<file path="config.mk">
export PLATFORM = sky130hd
export DESIGN_NAME = serial_frame_rx
export DESIGN_NICKNAME = d
export VERILOG_FILES = /design/src/rtl/serial_frame_rx.sv
export SDC_FILE = /design/constraint.sdc
export NUM_CORES = 1
export LEC_CHECK = 0
export CELL_PAD_IN_SITES_DETAIL_PLACEMENT = 0
export CELL_PAD_IN_SITES_GLOBAL_PLACEMENT = 1
export CORE_ASPECT_RATIO = 1.5
export CORE_UTILIZATION = 35
export CTS_CLUSTER_DIAMETER = 150
export DETAILED_ROUTE_END_ITERATION = 7
export GPL_ROUTABILITY_DRIVEN = 0
export GPL_TIMING_DRIVEN = 0
export PLACE_DENSITY = 0.63
export SYNTH_ARGS = -nofsm -noshare
export SYNTH_HDL_FRONTEND = slang
export SYNTH_SLANG_ARGS = --single-unit
</file>
<file path="constraint.sdc">
create_clock -name clock -period 3 [get_ports clock]
set_input_delay 0.3 -clock clock [delete_from_list [all_inputs] [get_ports clock]]
set_output_delay 0.3 -clock clock [all_outputs]
set_load 0.02 [all_outputs]
</file>
<file path="src/rtl/serial_frame_rx.sv">
// ---------------------------------------------------------------------------
// serial_frame_rx
//
// Receiver for the two-wire serial link. The serial data and serial clock
// wires are synchronised into the system clock domain, and the data wire is
// sampled on each rising edge of the synchronised serial clock. Bits are
// assembled MSB first into opcode + payload + parity frames. Frames with good
// parity are pushed into a small show-ahead FIFO, which the consumer drains
// through a valid/ready handshake. Stalled partial frames are dropped after
// a timeout, and errors are reported as pulses plus a saturating counter.
//
// Ports
//   clock          system clock
//   reset_n        asynchronous, active-low reset
//   ser_data       serial data wire (asynchronous)
//   ser_clock      serial clock wire (asynchronous), data taken on its rise
//   frame_ready    consumer accepts the head frame
//   clear_err      clears overflow and err_count
//   frame_valid    FIFO holds at least one frame
//   frame_opcode   opcode of the head frame
//   frame_payload  payload of the head frame
//   fifo_count     number of frames held
//   parity_err     1-cycle pulse: frame dropped because of bad parity
//   timeout_err    1-cycle pulse: partial frame discarded after stall
//   overflow       sticky: a good frame was dropped because the FIFO was full
//   err_count      saturating count of parity and timeout errors
// ---------------------------------------------------------------------------
module serial_frame_rx #(
    parameter int OPCODE_W   = 4,
    parameter int PAYLOAD_W  = 8,
    parameter int FIFO_DEPTH = 4,
    parameter int TIMEOUT    = 1024,
    parameter int PARITY_ODD = 0
) (
    input  logic                          clock,
    input  logic                          reset_n,
    input  logic                          ser_data,
    input  logic                          ser_clock,
    input  logic                          frame_ready,
    input  logic                          clear_err,
    output logic                          frame_valid,
    output logic [OPCODE_W-1:0]           frame_opcode,
    output logic [PAYLOAD_W-1:0]          frame_payload,
    output logic [$clog2(FIFO_DEPTH):0]   fifo_count,
    output logic                          parity_err,
    output logic                          timeout_err,
    output logic                          overflow,
    output logic [7:0]                    err_count
);

    localparam int FRAME_W = OPCODE_W + PAYLOAD_W + 1;
    localparam int ENTRY_W = OPCODE_W + PAYLOAD_W;
    localparam int PTR_W   = $clog2(FIFO_DEPTH);
    localparam int CNT_W   = PTR_W + 1;
    localparam int BCNT_W  = $clog2(FRAME_W + 1);
    localparam int IDLE_W  = $clog2(TIMEOUT + 1);

    localparam logic [BCNT_W-1:0] FRAME_LEN  = BCNT_W'(FRAME_W);
    localparam logic [IDLE_W-1:0] IDLE_LIMIT = IDLE_W'(TIMEOUT - 1);
    localparam logic [CNT_W-1:0]  FIFO_FULL  = CNT_W'(FIFO_DEPTH);
    localparam logic              PAR_SENSE  = (PARITY_ODD != 0);

    typedef enum logic [1:0] {
        IDLE  = 2'd0,
        SHIFT = 2'd1,
        CHECK = 2'd2
    } state_e;

    state_e               state_q, state_d;

    logic                 data_s1_q, data_s1_d;
    logic                 data_s2_q, data_s2_d;
    logic                 clk_s1_q, clk_s1_d;
    logic                 clk_s2_q, clk_s2_d;
    logic                 clk_prev_q, clk_prev_d;

    logic [FRAME_W-1:0]   shreg_q, shreg_d;
    logic [BCNT_W-1:0]    bitcnt_q, bitcnt_d;
    logic [IDLE_W-1:0]    idle_q, idle_d;

    logic [ENTRY_W-1:0]   mem_q [FIFO_DEPTH];
    logic [ENTRY_W-1:0]   mem_d [FIFO_DEPTH];
    logic [PTR_W-1:0]     wr_ptr_q, wr_ptr_d;
    logic [PTR_W-1:0]     rd_ptr_q, rd_ptr_d;
    logic [CNT_W-1:0]     count_q, count_d;

    logic                 parity_err_q, parity_err_d;
    logic                 timeout_err_q, timeout_err_d;
    logic                 overflow_q, overflow_d;
    logic [7:0]           err_count_q, err_count_d;

    logic                 ser_edge;
    logic                 idle_expired;
    logic                 frame_good;
    logic                 fifo_full;
    logic                 pop;
    logic                 push;
    logic                 overflow_event;
    logic                 err_event;
    logic [ENTRY_W-1:0]   head;

    assign ser_edge     = clk_s2_q & ~clk_prev_q;
    assign idle_expired = (idle_q == IDLE_LIMIT);
    assign frame_good   = ((^shreg_q) == PAR_SENSE);
    assign fifo_full    = (count_q == FIFO_FULL);
    assign pop          = frame_valid & frame_ready;

    // Two-stage synchronisers for both wires, plus one extra stage on the
    // clock wire so a rising edge can be detected in the system domain.
    always_comb begin
        data_s1_d  = ser_data;
        data_s2_d  = data_s1_q;
        clk_s1_d   = ser_clock;
        clk_s2_d   = clk_s1_q;
        clk_prev_d = clk_s2_q;
    end

    // State register and all other flops.
    always_ff @(posedge clock or negedge reset_n) begin
        if (!reset_n) begin
            state_q       <= IDLE;
            data_s1_q     <= 1'b0;
            data_s2_q     <= 1'b0;
            clk_s1_q      <= 1'b0;
            clk_s2_q      <= 1'b0;
            clk_prev_q    <= 1'b0;
            shreg_q       <= '0;
            bitcnt_q      <= '0;
            idle_q        <= '0;
            for (int i = 0; i < FIFO_DEPTH; i++) begin
                mem_q[i] <= '0;
            end
            wr_ptr_q      <= '0;
            rd_ptr_q      <= '0;
            count_q       <= '0;
            parity_err_q  <= 1'b0;
            timeout_err_q <= 1'b0;
            overflow_q    <= 1'b0;
            err_count_q   <= '0;
        end else begin
            state_q       <= state_d;
            data_s1_q     <= data_s1_d;
            data_s2_q     <= data_s2_d;
            clk_s1_q      <= clk_s1_d;
            clk_s2_q      <= clk_s2_d;
            clk_prev_q    <= clk_prev_d;
            shreg_q       <= shreg_d;
            bitcnt_q      <= bitcnt_d;
            idle_q        <= idle_d;
            mem_q         <= mem_d;
            wr_ptr_q      <= wr_ptr_d;
            rd_ptr_q      <= rd_ptr_d;
            count_q       <= count_d;
            parity_err_q  <= parity_err_d;
            timeout_err_q <= timeout_err_d;
            overflow_q    <= overflow_d;
            err_count_q   <= err_count_d;
        end
    end

    // Next-state logic: frame assembly, bit counting and stall detection.
    always_comb begin
        state_d  = state_q;
        shreg_d  = shreg_q;
        bitcnt_d = bitcnt_q;
        idle_d   = idle_q;
        case (state_q)
            IDLE: begin
                idle_d = '0;
                if (ser_edge) begin
                    shreg_d  = {{(FRAME_W-1){1'b0}}, data_s2_q};
                    bitcnt_d = BCNT_W'(1);
                    state_d  = SHIFT;
                end
            end
            SHIFT: begin
                if (ser_edge) begin
                    shreg_d  = {shreg_q[FRAME_W-2:0], data_s2_q};
                    bitcnt_d = bitcnt_q + BCNT_W'(1);
                    idle_d   = '0;
                    if (bitcnt_q + BCNT_W'(1) == FRAME_LEN) begin
                        state_d = CHECK;
                    end
                end else if (idle_expired) begin
                    shreg_d  = '0;
                    bitcnt_d = '0;
                    idle_d   = '0;
                    state_d  = IDLE;
                end else begin
                    idle_d = idle_q + IDLE_W'(1);
                end
            end
            CHECK: begin
                // The frame stays in shreg_q for this cycle. An edge seen
                // here starts the next frame so no bit is lost.
                idle_d   = '0;
                bitcnt_d = '0;
                if (ser_edge) begin
                    shreg_d  = {{(FRAME_W-1){1'b0}}, data_s2_q};
                    bitcnt_d = BCNT_W'(1);
                    state_d  = SHIFT;
                end else begin
                    state_d = IDLE;
                end
            end
            default: begin
                state_d = IDLE;
            end
        endcase
    end

    // Output decode: error pulses and the push/overflow decision. A full
    // FIFO still accepts a push when the consumer pops in the same cycle.
    always_comb begin
        push           = 1'b0;
        parity_err_d   = 1'b0;
        timeout_err_d  = 1'b0;
        overflow_event = 1'b0;
        case (state_q)
            SHIFT: begin
                timeout_err_d = ~ser_edge & idle_expired;
            end
            CHECK: begin
                if (!frame_good) begin
                    parity_err_d = 1'b1;
                end else if (!fifo_full || pop) begin
                    push = 1'b1;
                end else begin
                    overflow_event = 1'b1;
                end
            end
            default: begin
                push = 1'b0;
            end
        endcase
    end

    // FIFO storage and pointers; the parity bit is not stored.
    always_comb begin
        mem_d    = mem_q;
        wr_ptr_d = wr_ptr_q;
        rd_ptr_d = rd_ptr_q;
        count_d  = count_q;
        if (push) begin
            mem_d[wr_ptr_q] = shreg_q[FRAME_W-1:1];
            wr_ptr_d        = wr_ptr_q + PTR_W'(1);
        end
        if (pop) begin
            rd_ptr_d = rd_ptr_q + PTR_W'(1);
        end
        case ({push, pop})
            2'b10:   count_d = count_q + CNT_W'(1);
            2'b01:   count_d = count_q - CNT_W'(1);
            default: count_d = count_q;
        endcase
    end

    // Error bookkeeping. A clear in the same cycle as an event keeps that
    // cycle's event rather than losing it.
    always_comb begin
        err_event = parity_err_d | timeout_err_d;
        if (clear_err) begin
            err_count_d = err_event ? 8'd1 : 8'd0;
            overflow_d  = overflow_event;
        end else begin
            err_count_d = err_count_q;
            if (err_event && (err_count_q != 8'hFF)) begin
                err_count_d = err_count_q + 8'd1;
            end
            overflow_d = overflow_q | overflow_event;
        end
    end

    assign head          = mem_q[rd_ptr_q];
    assign frame_valid   = (count_q != '0);
    assign frame_opcode  = head[ENTRY_W-1 -: OPCODE_W];
    assign frame_payload = head[PAYLOAD_W-1:0];
    assign fifo_count    = count_q;
    assign parity_err    = parity_err_q;
    assign timeout_err   = timeout_err_q;
    assign overflow      = overflow_q;
    assign err_count     = err_count_q;

endmodule
</file>
-- Word-level counts from Yosys, hierarchy flattened
Cells that the tools add are included.
- equality and inequality tests: 12
- bitwise operators: 9
- reductions and logical operators: 15
- muxes and demuxes: 38
- order comparisons: 3
- add/sub/neg operators: 7
- operators with widths (cell ; number):
    bitwise mux 48 bit ; 1
    two-way mux 13 bit ; 3
    two-way mux 12 bit ; 3
    case mux 13 bit (2 select lines) ; 1
    binary-select mux 12 bit (select 2 bit) ; 1
    demux 12 bit (select 2 bit) ; 1
    two-way mux 11 bit ; 2
    case mux 11 bit (2 select lines) ; 1
    two-way mux 8 bit ; 2
    two-way mux 1 bit ; 13
    parity 13 bit ; 1
    two-way mux 4 bit ; 3
    case mux 4 bit (3 select lines) ; 1
    adder 11 x 1 -> 11 bit (second input constant) ; 1
    equality test 11 x 10 -> 1 bit (second input constant) ; 1
    AND reduction 3 bit ; 3
    adder 8 x 1 -> 8 bit (second input constant) ; 1
    two-way mux 2 bit ; 4
    != test 8 bit (second input constant) ; 1
    >= comparator 3 bit (second input constant) ; 2
    != test 3 bit (second input constant) ; 2
    NOT 2 -> 3 bit ; 2
    case mux 2 bit (3 select lines) ; 1
    case mux 3 bit (2 select lines) ; 1
    other kinds (21) ; 32
- register bits after elaboration: 101
- output and inout port bits: 27

-- Longest topological paths before layout
- depth after elaboration: 9
- gate-level depth with buffers: 11

-- Least setup slack after synthesis
Ideal clock, no wire load.
- path kind: register to register
- start: reg shreg_q[9]
- end: reg count_q[2], in the netlist fifo_count[2]
- clock period less this slack: 2523 ps
- stages on the path, launching flop included: 12
- slack: 477 ps
- path buffers: 0
- required time: 2868 ps
- library setup time: 132 ps
- data arrival time: 2392 ps
- cell sequence: dfrtp_1 -> xnor3_1 -> xnor3_2 -> xnor2_2 -> nor3_4 -> inv_1 -> ha_1 -> inv_1 -> fa_1 -> xor2_1 -> nor2_1 -> xor2_1
- cells in the longest elaborated chain, start to end: 5
- elaborated cells on any way between the ends: 7
- those cells by class: 2 x eq/ne; 3 x mux; 2 x reduce/logical
- ends and longest elaborated chain (what ; RTL line ; RTL):
    start, declared ; 77 ; logic [FRAME_W-1:0] shreg_q, shreg_d;
    start signal, assigned ; 147 ; shreg_q <= shreg_d;
    parity 13 bit * ; 104 ; assign frame_good = ((^shreg_q) == PAR_SENSE);
    two-way mux 1 bit * ; 224 ; if (!frame_good) begin
    two-way mux 1 bit * ; 219 ; case (state_q)
    equality test 2 x 1 -> 1 bit or equality test 2 bit (tied branches) ; 251 ; case ({push, pop})
    case mux 3 bit (2 select lines) or nonzero test 2 bit (tied branches) ; n/a ;
    end signal, assigned ; 153 ; count_q <= count_d;
    end, declared ; 85 ; logic [CNT_W-1:0] count_q, count_d;
Mark *: on every way between the ends. The rest lies on a longest branch, timed or not.
A chain may end at the register's enable or synchronous reset.

-- Worst setup path in the final report
- start: reg rd_ptr_q[0]
- end: out frame_payload[4]
- cells in the longest elaborated chain, start to end: 4
- ends and longest elaborated chain (what ; RTL line ; RTL):
    start, declared ; 84 ; logic [PTR_W-1:0] rd_ptr_q, rd_ptr_d;
    start signal, assigned ; 152 ; rd_ptr_q <= rd_ptr_d;
    NOT 2 -> 3 bit (implied by the code) ; 274 ; assign head = mem_q[rd_ptr_q];
    binary-select mux 12 bit (select 2 bit) ; 274 ;
    two-way mux 12 bit (implied by the code) (2 in a row) ; 274 ;
    end, declared ; 43 ; output logic [PAYLOAD_W-1:0] frame_payload,
No other way between the ends. The select of a mux whose other input is x is not followed.

==> results.txt <==
The count of nets left with antenna violations once routing finished came out at 0. STA classifies the critical path endpoint as an output pin. After routing the design area is 5692 sq um.

Of the post-synthesis cell area, the dominant cell type holds 52.44%. The Yosys step of the flow raised 0 warnings. Final setup violation count: 0.

The largest family of logic cells by synthesized area is multiplexers. Setup slack on the worst reg-to-reg path comes out at 0.27 ns. Max-cap violations in this run came to 0. Entering global routing, the biggest net connects 69 pins. After floorplanning, the core was divided into 52 placement rows. The worst slack at placement is 0.09584 ns, and the endpoint required time on the critical path is 2.70 ns.

Largest area contributor in the synthesized netlist: dfrtp_1. The via count of the first global-routing pass was 3,109. From left edge to right edge, the die measures 97.82 um. The worst setup path is launched from a flip-flop. At the pin with the least slew margin, the transition time is 0.7842 ns. No sink is reached through more buffers than the 2 on the longest clock path.

The logs give 0.33 ns for the worst-skew pair later-pin latency and 3,035 for the total vias in the final route. By count the netlist is led by dfrtp_1 (101), nand2_1 (43), mux2_2 (42), o21ai_0 (25), nor2_1 (23). The synthesized netlist devotes 11.14% of its cell area to simple gates. TritonCTS built the clock tree. The mean routed wirelength per cell was 15.84 um. The count of distinct cell types in the synthesized netlist was 50; the number of failing hold endpoints at the final stage was 0. Summing all flip-flop and latch instances after layout gives 2527 sq um.

After synthesis the netlist holds a flip-flop and latch count of 101. The combined area of all synthesized cells is 4820 sq um. Synthesized net count: 413. The number of buffers inserted during clock tree synthesis was 9; the peak supply drop was 0.0002849 V. The number of antenna violations at the first check in global routing is 0, and the relative max-transition margin is 46.98%. The worst setup path is of the flip-flop to output pin kind.

The count of boundary I/O pins is 33. The checks that failed: design-rule violations. Number of DRC markers in iteration 0: 94. The area of placed instances was 5358 sq um; the share of synthesized area spent on multiplexers was 17.71%. The run finished, with violations left.

The power per unit of standard cell area was 596.7 nW/um^2. The completed layout was analyzed and its total power is 3.396 mW. Before antenna repair, the detailed router went through 6 iterations.

For the worst setup path, the data arrival time is 2.53 ns. The tools report the final number of max-transition violations as 0. The tools report the leakage power total as 2.572 nW. For the initial core utilization, the log shows 35.79%. Setup repair after global routing left no endpoint under its margin.

The number of antenna diodes in the final layout is 0. The total congestion overflow came out at 0. The min-delay analysis places its worst path in the category flip-flop to flip-flop.

The smallest clock period supported by the final layout is computed as 2.835 ns. Of the available clock period, the critical path in the final layout requires 94.49%. The count of buffers added on input and output ports is 31. In the routed layout, each cell is associated on average with a via count of 5.017.

The die covers 14,250 sq um. Detailed placement ended at an HPWL of 6586 um. The final layout contains routed wiring with a total length of 9581 um.

For this run, design rule violations remaining after detail routing come to 2. Each instance of the synthesized netlist takes up on average 12.26 sq um. The run gives 15,990 um as the global-route wire length before repair. In the post-synthesis netlist, the biggest area contributors are dfrtp_1 (52%), mux2_2 (9.8%), mux4_2 (5.6%).

The most used flip-flop cell after synthesis is dfrtp_1. The post-synthesis instance total is 393. The post-synthesis xor/xnor area fraction is 4.855%.

Across the routed clock network, the largest skew measured is 0.004164 ns. The buffer type at the clock tree root was clkbuf_16. For this run, the top clock speed supported by timing is 0.3528 GHz. The layout overhead on the synthesized area works out to 18.09%. The final-stage net count is 458, and the clock edge transition at the registers on the reported setup and hold paths is 0.06 ns.

The placeable core region was 13,470 sq um; the area of the multi-input gates was 2162 sq um. In the post-synthesis netlist, the cell with the most instances is dfrtp_1. Summing the sequential cell areas from Yosys gives 52.44% of the chip area.

The share of final-layout standard cells stronger than drive strength 1 came out at 21.22%. Measured along the y axis, the die boundary spans 145.7 um. For the number of inserted filler cells in the final layout, the log shows 1,276. Global routing consumed, over all layers together, 14.34% of the routing resources. Of the total synthesized cell area, the portion taken by full adders, half adders and majority gates is 3.790%.

The highest net fanout along the worst path is 10, and the total number of H-tree levels is 3. The number of clock sinks seen by CTS is 101, and the async set-reset flop share out of synthesis is 100.0%. Summing the areas of all compound-gate instances in the mapped netlist gives 7.243% of the synthesized area. The worst setup margin is 0.1654 ns, and the number of enable flip-flop cells after synthesis is 0.
## state kept, by name, summed over array words and instances (netlist names)
signal and flops:
bitcnt_q 4, clk_prev_d 1, clk_prev_q 1, clk_s1_q 1, data_s1_q 1, data_s2_q 1
err_count 8, fifo_count 3, idle_q 11, mem_q 48, overflow 1, parity_err 1
rd_ptr_q 2, shreg_q 13, state_q 2, timeout_err 1, wr_ptr_q 2
## final cells by class
type                            count  share of cell area [%]
Sequential cell                   101                   44.41
Tap cell                          162                   3.561
Buffer                             14                   1.495
Multi-Input combinational cell    264                   37.99
Clock inverter                      4                   1.275
Inverter                           14                  0.9233
Clock buffer                       12                   4.155
Timing Repair Buffer               34                   6.199
## layer usage
layer | vias up | global-route usage (%) | share of wire [%]
li1 | 1478 | - | -
met1 | 1518 | 17.49 | 44
met2 | 31 | 25.43 | 53
met3 | 8 | 2.738 | 2.1
met4 | 0 | 4.545 | 1.1
met5 | - | 0 | 0
## worst max-delay path: stages (launching register included)
cell	delay, ns
dfrtp_1	0.33
clkbuf_1	0.33
buf_2	0.43
mux4_2	0.57
clkdlybuf4s50_1	0.55
## cells in the final DEF (no fill, tap or decap), types with 3 or more instances in the layout
cell | Yosys | routed
nand2_2 | 4 | 4
mux2_4 | 6 | 6
xnor2_1 | 10 | 10
o21ai_0 | 25 | 25
clkbuf_1 | 5 | 8
nand3b_1 | 3 | 3
a21oi_1 | 10 | 10
clkdlybuf4s50_1 | 0 | 30
ha_1 | 13 | 13
nor2b_1 | 5 | 5
buf_6 | 4 | 4
dfrtp_1 | 101 | 101
or4_1 | 3 | 3
mux2_2 | 42 | 42
nor3_1 | 5 | 5
nor2_1 | 23 | 23
inv_1 | 14 | 14
buf_1 | 4 | 3
clkbuf_16 | 0 | 9
xor2_1 | 7 | 7
mux4_2 | 12 | 12
nand2_1 | 43 | 43
o31ai_1 | 6 | 6
nand3_1 | 8 | 8
a22o_1 | 4 | 4
## final timing paths
path / startpoint / cells after the start / to
setup reg to reg: shreg_q[9]$_DFFE_PN0P_ / 11 / fifo_count[2]$_DFFE_PN0P_
min in group asynchronous: reset_n / 2 / mem_q[47]$_DFFE_PN0P_
max in group asynchronous: reset_n / 3 / err_count[5]$_DFFE_PN0P_
hold reg to reg: data_s1_q$_DFF_PN0_ / 0 / data_s2_q$_DFF_PN0_
hold / removal: data_s1_q$_DFF_PN0_ / 0 / data_s2_q$_DFF_PN0_
setup / recovery: rd_ptr_q[0]$_DFFE_PN0P_ / 4 / frame_payload[4]
## repair_timing
action                                  CTS  global route
pin swaps                                 0             1
setup buffers                             0             1
resized for setup                         4             1
hold buffers                              1             0
hold endpoints to repair                 33             0
endpoints found under the setup margin    8             2
## metrics by stage
step                      std cells  setup TNS, ns  hold WS, ns  util, %
after floorplan                 393              0     0.004409        -
after global placement          586        -232.26       0.3378    39.59
after detailed placement        587              0       0.2920    39.78
after CTS                       604              0       0.3435    42.16
after global routing            605              0       0.3664    42.26
final                           605              0       0.3538    42.26
## power breakdown
| group | switching, mW | internal, mW | leakage, nW |
|---|---|---|---|
| clock network | 0.480 | 0.731 | 0.147 |
| logic | 0.406 | 0.272 | 1.04 |
| registers | 0.0767 | 1.43 | 1.38 |
| total | 0.963 | 2.43 | 2.57 |
## kinds of logic (layout without fill, tap and decap cells)
family                     count (synthesis)  after routing
and+or+nand+nor                          110            110
DFF                                      101            101
xor gates and xnor gates                  21             21
AOI/OAI and AO/OA                         57             57
muxes                                     62             62
buffers and inverters                     28             78
adders and majority gates                 14             14
Power figures use the tool's default switching activity.
